[src/rtl/mips_fetch.sv]
// mips_fetch: instruction-fetch stage feeding mips_decode.
// Keeps the PC and runs a req/ack handshake with instruction memory. Each
// returned word is latched into the instruction register and presented, with
// its decoded fields, to the decoder until it is issued.
// Optional feature macro: FETCH_ALIGN_CHECK_EN. When defined, a misaligned
// redirect target sets the sticky fetch_except flag and halts the stage.
// Handshakes: imem_req/imem_ack transfers a word on any rising edge where both
// are high, and inst_valid/issue_ready issues an instruction on any rising edge
// where both are high. imem_addr and the instruction register hold steady while
// a transfer is pending.
module mips_fetch #(
  parameter logic [31:0] RESET_PC = 32'h0040_0000
) (
  input  logic        clock,
  input  logic        reset,
  output logic        imem_req,
  output logic [31:0] imem_addr,
  input  logic        imem_ack,
  input  logic [31:0] imem_rdata,
  output logic        inst_valid,
  input  logic        issue_ready,
  output logic [31:0] inst,
  output logic [5:0]  opcode,
  output logic [4:0]  rs,
  output logic [4:0]  rt,
  output logic [4:0]  rd,
  output logic [4:0]  shamt,
  output logic [5:0]  funct,
  output logic [15:0] imm,
  output logic [31:0] pc,
  input  logic        redirect,
  input  logic [31:0] redirect_pc,
  input  logic        decode_except,
  output logic        halted,
  output logic        fetch_except,
  output logic [31:0] issue_count
);

  localparam logic [1:0] S_BOOT  = 2'd0;
  localparam logic [1:0] S_FETCH = 2'd1;
  localparam logic [1:0] S_ISSUE = 2'd2;
  localparam logic [1:0] S_HALT  = 2'd3;

  logic [1:0]  state;
  logic [1:0]  state_next;
  logic [31:0] pc_next;
  logic [31:0] inst_next;
  logic [31:0] count_next;
  logic        except_q;
  logic        except_next;

  // Next-state, next-PC and issue accounting for the fetch FSM.
  always_comb begin
    state_next  = state;
    pc_next     = pc;
    inst_next   = inst;
    count_next  = issue_count;
    except_next = except_q;
    case (state)
      S_BOOT: state_next = S_FETCH;
      S_FETCH: begin
        if (imem_ack) begin
          inst_next  = imem_rdata;
          state_next = S_ISSUE;
        end
      end
      S_ISSUE: begin
        if (issue_ready) begin
          if (decode_except) begin
            // Faulting instruction is not counted and the PC stays on it.
            state_next = S_HALT;
          end else if (redirect) begin
            count_next = issue_count + 32'd1;
`ifdef FETCH_ALIGN_CHECK_EN
            if (redirect_pc[1:0] != 2'b00) begin
              except_next = 1'b1;
              state_next  = S_HALT;
            end else begin
              pc_next    = redirect_pc;
              state_next = S_FETCH;
            end
`else
            // Low bits are dropped so the stage always fetches a word address.
            pc_next    = redirect_pc & 32'hFFFF_FFFC;
            state_next = S_FETCH;
`endif
          end else begin
            count_next = issue_count + 32'd1;
            pc_next    = pc + 32'd4;
            state_next = S_FETCH;
          end
        end
      end
      default: state_next = S_HALT;
    endcase
  end

  // State registers; reset aborts any handshake in flight.
  always_ff @(posedge clock or posedge reset) begin
    if (reset) begin
      state       <= S_BOOT;
      pc          <= RESET_PC;
      inst        <= 32'd0;
      issue_count <= 32'd0;
      except_q    <= 1'b0;
    end else begin
      state       <= state_next;
      pc          <= pc_next;
      inst        <= inst_next;
      issue_count <= count_next;
      except_q    <= except_next;
    end
  end

`ifdef FETCH_ALIGN_CHECK_EN
  assign fetch_except = except_q;
`else
  assign fetch_except = 1'b0;
`endif

  // Moore outputs decoded from the registered state only.
  assign imem_req   = (state == S_FETCH);
  assign inst_valid = (state == S_ISSUE);
  assign halted     = (state == S_HALT);
  assign imem_addr  = pc;

  // Field slices consumed by the decoder.
  assign opcode = inst[31:26];
  assign rs     = inst[25:21];
  assign rt     = inst[20:16];
  assign rd     = inst[15:11];
  assign shamt  = inst[10:6];
  assign funct  = inst[5:0];
  assign imm    = inst[15:0];

endmodule

[config.mk]
export PLATFORM = sky130hd
export DESIGN_NAME = mips_fetch
export DESIGN_NICKNAME = d
export VERILOG_FILES = /design/src/rtl/mips_fetch.sv
export SDC_FILE = /design/constraint.sdc
export NUM_CORES = 1
export LEC_CHECK = 0
export ABC_CLOCK_PERIOD_IN_PS = 6800
export BUFFER_PORTS_ARGS = -buffer_cell sky130_fd_sc_hd__buf_2
export CAP_MARGIN = 20
export CORE_ASPECT_RATIO = 0.8
export CORE_UTILIZATION = 51
export CTS_CLUSTER_DIAMETER = 100
export DETAILED_ROUTE_END_ITERATION = 10
export GPL_TIMING_DRIVEN = 0
export HOLD_SLACK_MARGIN = 0.08
export PLACE_DENSITY = 0.91
export SYNTH_ARGS = -nofsm -noshare
export SYNTH_HDL_FRONTEND = slang
export SYNTH_SLANG_ARGS = --single-unit
export TNS_END_PERCENT = 5
[constraint.sdc]
create_clock -name clock -period 6.8 [get_ports clock]
set_clock_uncertainty 0.05 [all_clocks]
set_input_delay 1.36 -clock clock [delete_from_list [all_inputs] [get_ports clock]]
set_output_delay 1.36 -clock clock [all_outputs]
set_load 0.05 [all_outputs]
==> impl_metrics.ini, run 1 <==
[worst_setup_path]
start_kind = primary input
critPathKind = in2reg
crit_arrival_ns = 3.11
crit_family = buffers and inverters
r2r-start = imem_addr[2]$_DFFE_PP0P_
worstPathCellList = buf_2 -> and2b_2 -> nand2_1 -> clkbuf_1 -> buf_1 -> nand2_1 -> nand3_1
reg2reg_slack_ns = 4.37
r2r_cells = 6
path_max_fanout = 10
crit_end = imem_addr[31]$_DFFE_PP0P_
critical-path-max-stage-delay_ns = 0.50
cpMostUsedCell = nand2_1
critical_path.startpoint = decode_except
required_ns = 7.03
worstSetupEndpointType = flop
path_depth = 7
r2r_end = imem_addr[20]$_DFFE_PP0P_
cp.buffers_inverters = 3
crit_slowest_cell = buf_1

[detailed_routing]
via_per_inst = 5.37
met1Wirelength_um = 5810
wl_met2_um = 8030
route.met3.wl_um = 1560
drc = 0
drt_iter0_drc = 382
vias = 5076
wl_per_cell_um = 16.5
firstDrtPassIters = 5
drt_wl_total_um = 15600
antenna_left = 0
routed.top_layer = met4

[job]
maxCapViolCount = 0

[sta]
worstMarginPinSlew_ns = 0.897
hold_violations = 0
hold_ws_ns = 0.444
fin_tns_setup_ns = 0
final.period_utilization_pct = 42.4
maxSlewHeadroom_pct = 39.7
min_period_ns = 2.88
maxSlewViolCount = 0
rsz0062_at_grt = false
max_freq_mhz = 347
finalSetupViolCount = 0

[synth]
ys_seq_area_share_pct = 44.9
ys_ff_latch = 96
yosys.area.top_type_share_pct = 44.5
synth_top_area_cell = dfrtp_1
synth_edf_count = 0
async_flop_share_pct = 100
avgSynthCellArea_um2 = 9.85
synthCells = 543
ys_top_cells_by_count = dfrtp_1 (95), buf_4 (84), nand2_1 (39)
ys.warnings.count = 0
syn_area_um2 = 5350
post_synth_num_cell_types = 54
synthFlopType = dfrtp_1
synthTopCellsByArea = dfrtp_1 (44%), buf_4 (12%), mux2_2 (6.7%), nand3_1 (3.0%), xnor2_1 (2.8%)
yosys.cell_count.top_type = dfrtp_1

[layout]
ff_latch_area_um2 = 2400
area_growth_pct = 32.0
fin_area_um2 = 7060
diodes = 0
n_fill_cell = 794
fin_nets = 873
multiInputGateArea_um2 = 2190
layout-drive-gt1-share_pct = 48.4

[floorplanning]
start_util_pct = 52.2
die_height_um = 93.6
dieArea_um2 = 10900
row_count = 33
coreArea_um2 = 10200
die_x_um = 116
io_pins = 250

[clock_network]
cts_buffers = 9
post_cts_buffers = 0
cts-resized-gates = 0
clockRootBuffer = clkbuf_16
path_clk_slew_ns = 0.07
cts_hold_buf = 0
cts_tree = yes
clock-sinks = 96
clk_latency_ns = 0.35
htree_levels = 3
cts_buffer_depth = 2

[run_status]
status = complete, no violations

[placed_design]
dp_hpwl_um = 11700
placed_area_um2 = 6780
io_buffers = 242
place_congestion = 0.899

[power_and_ir_drop]
p_per_area_nw_per_um2 = 249
vdd_drop_max_v = 0.000124
p_leak_nw = 3.84

[grt]
grt_pass1_wl_um = 23800
grt_use_total_pct = 28.8
antenna_found_initial = 0
overflow = 0
grt_max_degree = 63
grt_pass1_vias = 4624

[worst_hold_path]
hold_class = reg2reg
==> state kept, by name (all words and copies together), names as in the netlist <==
| name | flops |
|---|---|
| inst | 32 |
| issue_count | 32 |
| imem_addr | 30 |
| state | 2 |
==> cell type report <==
cell class / instances / area share (%)
flip-flops and latches: 96 / 34.0
plain buffers: 104 / 10.3
repair buffers: 243 / 17.5
multi-input cells: 334 / 31.0
well taps: 140 / 2.48
clock buffers: 10 / 3.38
clock inverters: 5 / 0.603
inverters: 13 / 0.727
==> stage by stage <==
step / instances / total power, mW / setup slack [ns] / utilization (%)
final: 945 / 1.76 / 3.92 / 69.0
after global routing: 945 / 1.82 / 3.82 / 69.0
after detailed placement: 930 / 1.29 / 3.60 / 66.2
after global placement: 929 / 1.27 / 1.75 / 65.9
after floorplan: 547 / 1.14 / 2.89 / -
after CTS: 945 / 1.76 / 3.94 / 69.0
==> placed cells by master (no fill, tap or decap), types with 3 or more instances in the layout <==
cell / n
dfrtp_1: 95
and3_1: 4
a22oi_1: 3
buf_2: 243
buf_4: 84
nor2_1: 31
nand2_1: 39
mux2i_1: 6
and4_1: 6
a31oi_1: 3
xnor2_1: 17
a2bb2oi_1: 7
o21ai_0: 21
a21oi_1: 23
buf_1: 6
clkbuf_16: 9
nand4_1: 15
clkinv_4: 3
nand3_1: 32
nor3_1: 25
mux2_2: 32
o22ai_1: 5
nor4_1: 4
conb_1: 5
o22a_1: 4
nor2b_1: 3
clkbuf_1: 11
and2_1: 6
xor2_1: 14
inv_1: 11
==> cell families (layout without fill, tap and decap cells) <==
family	after synthesis	after routing	share of synthesized area, %
simple gates	182	182	18.2
buf+inv	117	375	14.5
flops	96	96	44.9
compound gates	76	76	8.91
mux	38	38	7.86
xor+xnor	31	31	5.08
fa+ha+maj	2	2	0.468
other cells	1	5	0.0701
==> routing by layer <==
layer	global-route usage, %	vias up
met4	9.72	0
met1	34.5	2393
met2	50.0	325
met3	7.13	20
met5	0	-
li1	-	2338
==> power breakdown <==
group / switching, mW / internal, mW / total, mW
Sequential: 0.0539 / 0.612 / 0.666
Combinational: 0.436 / 0.174 / 0.610
Clock: 0.222 / 0.259 / 0.481
==> worst min-delay path by stage <==
| stage | start | to | slack [ns] | cells past startpoint |
|---|---|---|---|---|
| 2_1_floorplan | state[0]$_DFFE_PP0P_ | state[0]$_DFFE_PP0P_ | 0.47 | 1 |
| 5_1_grt | issue_count[31]$_DFFE_PP0P_ | issue_count[31]$_DFFE_PP0P_ | 0.46 | 1 |
| 4_1_cts | issue_count[4]$_DFFE_PP0P_ | issue_count[4]$_DFFE_PP0P_ | 0.44 | 1 |
| 6_report | issue_count[4]$_DFFE_PP0P_ | issue_count[4]$_DFFE_PP0P_ | 0.44 | 1 |
| 3_3_place_gp | issue_count[31]$_DFFE_PP0P_ | issue_count[31]$_DFFE_PP0P_ | 0.41 | 1 |
| 3_5_place_dp | issue_count[4]$_DFFE_PP0P_ | issue_count[4]$_DFFE_PP0P_ | 0.43 | 1 |
Note: power is estimated with default switching activity, not from simulation.
==> inputs of run 2 (changes only) <==
--- a/config.mk
+++ b/config.mk
@@ -5,16 +5,17 @@
 export SDC_FILE = /design/constraint.sdc
 export NUM_CORES = 1
 export LEC_CHECK = 0
-export ABC_CLOCK_PERIOD_IN_PS = 6800
+export ABC_AREA = 1
+export ABC_CLOCK_PERIOD_IN_PS = 2300
 export BUFFER_PORTS_ARGS = -buffer_cell sky130_fd_sc_hd__buf_2
 export CAP_MARGIN = 20
 export CORE_ASPECT_RATIO = 0.8
-export CORE_UTILIZATION = 51
+export CORE_UTILIZATION = 44
 export CTS_CLUSTER_DIAMETER = 100
 export DETAILED_ROUTE_END_ITERATION = 10
 export GPL_TIMING_DRIVEN = 0
 export HOLD_SLACK_MARGIN = 0.08
-export PLACE_DENSITY = 0.91
+export PLACE_DENSITY = 0.82
 export SYNTH_ARGS = -nofsm -noshare
 export SYNTH_HDL_FRONTEND = slang
 export SYNTH_SLANG_ARGS = --single-unit
==> constraint.sdc (replaced) <==
create_clock -name clock -period 2.3 [get_ports clock]
set_clock_uncertainty 0.05 [all_clocks]
set_input_delay 0.46 -clock clock [delete_from_list [all_inputs] [get_ports clock]]
set_output_delay 0.46 -clock clock [all_outputs]
set_load 0.05 [all_outputs]
==> impl_metrics.ini, run 2 <==
[sta]
hold_violations = 0
final.period_utilization_pct = 79.6
hold_ws_ns = 0.128
min_period_ns = 1.83
worstMarginPinSlew_ns = 0.660
maxSlewHeadroom_pct = 56.0
maxSlewViolCount = 0
final_critical_path_setup_slack_ns = 0.469
max_freq_mhz = 546
finalSetupViolCount = 0
rsz0062_at_grt = false

[layout]
postLayoutCoreUtil_pct = 59.3
fin_area_um2 = 7710
diodes = 0
area_growth_pct = 29.9
final_cell_mix = buf_2 (248), nand2_1 (231), nor2_1 (97)
fin_nets = 1120
layout_commonest_cell = buf_2
layout-drive-gt1-share_pct = 37.7

[floorplanning]
start_util_pct = 45.7
io_pins = 250
row_count = 37
die_x_um = 132
coreArea_um2 = 13000
dieArea_um2 = 14000
die_height_um = 106

[synth]
synth_edf_count = 0
ys_seq_area_share_pct = 40.5
avgSynthCellArea_um2 = 7.52
yosys.cell_count.top_type = nand2_1
synthCells = 790
yosys.area.top_type_share_pct = 40.0
syn_area_um2 = 5940
post_synth_num_cell_types = 33
ys_ff_latch = 96
async_flop_share_pct = 100
synthFlopType = dfrtp_1
ys.warnings.count = 0
ys_top_cells_by_count = nand2_1 (231), nor2_1 (97), dfrtp_1 (95)
synthTopCellsByArea = dfrtp_1 (40%), nand2_1 (15%), buf_4 (10%), nor2_1 (6.1%), mux2_2 (6.1%)
synth_top_area_cell = dfrtp_1

[clock_network]
cts-resized-gates = 0
cts_buffer_depth = 2
cts_hold_buf = 0
clk_latency_ns = 0.34
cts_buffers = 9
clock-sinks = 96
htree_levels = 3
post_cts_buffers = 0
clockRootBuffer = clkbuf_16
cts_tree = yes
path_clk_slew_ns = 0.07

[worst_hold_path]
hold_class = in2async

[placed_design]
dp_hpwl_um = 12900
dp_slack_ns = 0.417
place_congestion = 0.930
io_buffers = 241
placed_area_um2 = 7420

[power_and_ir_drop]
p_leak_nw = 4.24
vdd_drop_max_v = 0.000583
p_per_area_nw_per_um2 = 920

[worst_setup_path]
worstPathCellList = ha_1 -> nand2_1 -> nor2_2 -> nand2_2 -> nor2_2 -> nand2_1 -> nand2_1 -> nand3_1 -> nand2_1 -> nand2_1
critPathKind = reg2reg
r2r_cells = 10
critical-path-max-stage-delay_ns = 0.42
crit_family = simple AND/OR/NAND/NOR gates
path_max_fanout = 7
required_ns = 2.52
path_depth = 10
cp.buffers_inverters = 0
start_kind = flop
crit_arrival_ns = 2.05
cpMostUsedCell = nand2_1
worstSetupEndpointType = flop
crit_slowest_cell = dfrtp_1

[grt]
grt_max_degree = 42
overflow = 0
grt_pass1_vias = 5282
antenna_found_initial = 0
grt_pass1_wl_um = 26400
grt_use_total_pct = 23.6

[detailed_routing]
vias = 5866
drt_wl_total_um = 16300
drt_iter0_drc = 358
wl_per_cell_um = 13.3
drc = 0
via_per_inst = 4.78
firstDrtPassIters = 6
antenna_left = 0

[run_status]
status = complete, no violations

[job]
maxCapViolCount = 0
-- run 2: area by class of cell --
type                       count  area, µm²
buffer                       100        696
clock buffer                  11        253
clock inverter                 5       37.5
fill                        1182       5290
inverter                      77        295
multi-input combinational    521       2560
sequential                    96       2400
tap                          175        219
timing repair buffer         243       1250
-- run 2: kinds of logic after synthesis --
family                     synth area share [%]
xor gates and xnor gates                   3.39
buffers and inverters                      16.6
DFF                                        40.5
muxes                                      6.07
adders and majority gates                 0.421
other                                    0.0631
and+or+nand+nor                            28.3
AOI/OAI and AO/OA                          4.68
-- run 2: final timing paths --
path / from / end / slack (ns)
worst max-delay path: imem_addr[3]$_DFFE_PP0P_ / imem_addr[22]$_DFFE_PP1P_ / 0.47
worst min-delay path: reset / imem_addr[28]$_DFFE_PP0P_ / 0.13
worst max register to register: imem_addr[3]$_DFFE_PP0P_ / imem_addr[22]$_DFFE_PP1P_ / 0.47
worst min register to register: issue_count[31]$_DFFE_PP0P_ / issue_count[31]$_DFFE_PP0P_ / 0.42
max in group asynchronous: reset / imem_addr[22]$_DFFE_PP1P_ / 1.47
min in group clock: imem_rdata[14] / inst[14]$_DFFE_PP0P_ / 0.31
-- run 2: routing by layer --
metal	share of wire (%)	GRT usage, %	up-vias
met5	0	0	-
met1	45	32.4	2684
met2	46	38.3	257
li1	-	-	2901
met4	1.7	5.73	0
met3	7.0	4.72	24
-- run 2: power breakdown --
part / internal, mW / total (mW) / switching [mW]
combinational: 0.928 / 3.38 / 2.46
clock: 0.800 / 1.47 / 0.669
sequential: 1.93 / 2.25 / 0.316
total: 3.66 / 7.10 / 3.44
-- run 2: through the flow --
| step | setup TNS (ns) | cells | power, mW |
|---|---|---|---|
| finish | 0 | 1228 | 7.10 |
| global route | 0 | 1228 | 7.41 |
| CTS | 0 | 1228 | 7.15 |
| detailed placement | 0 | 1212 | 5.67 |
| global placement | -3.85 | 1210 | 5.62 |
| floorplan | 0 | 794 | 4.91 |
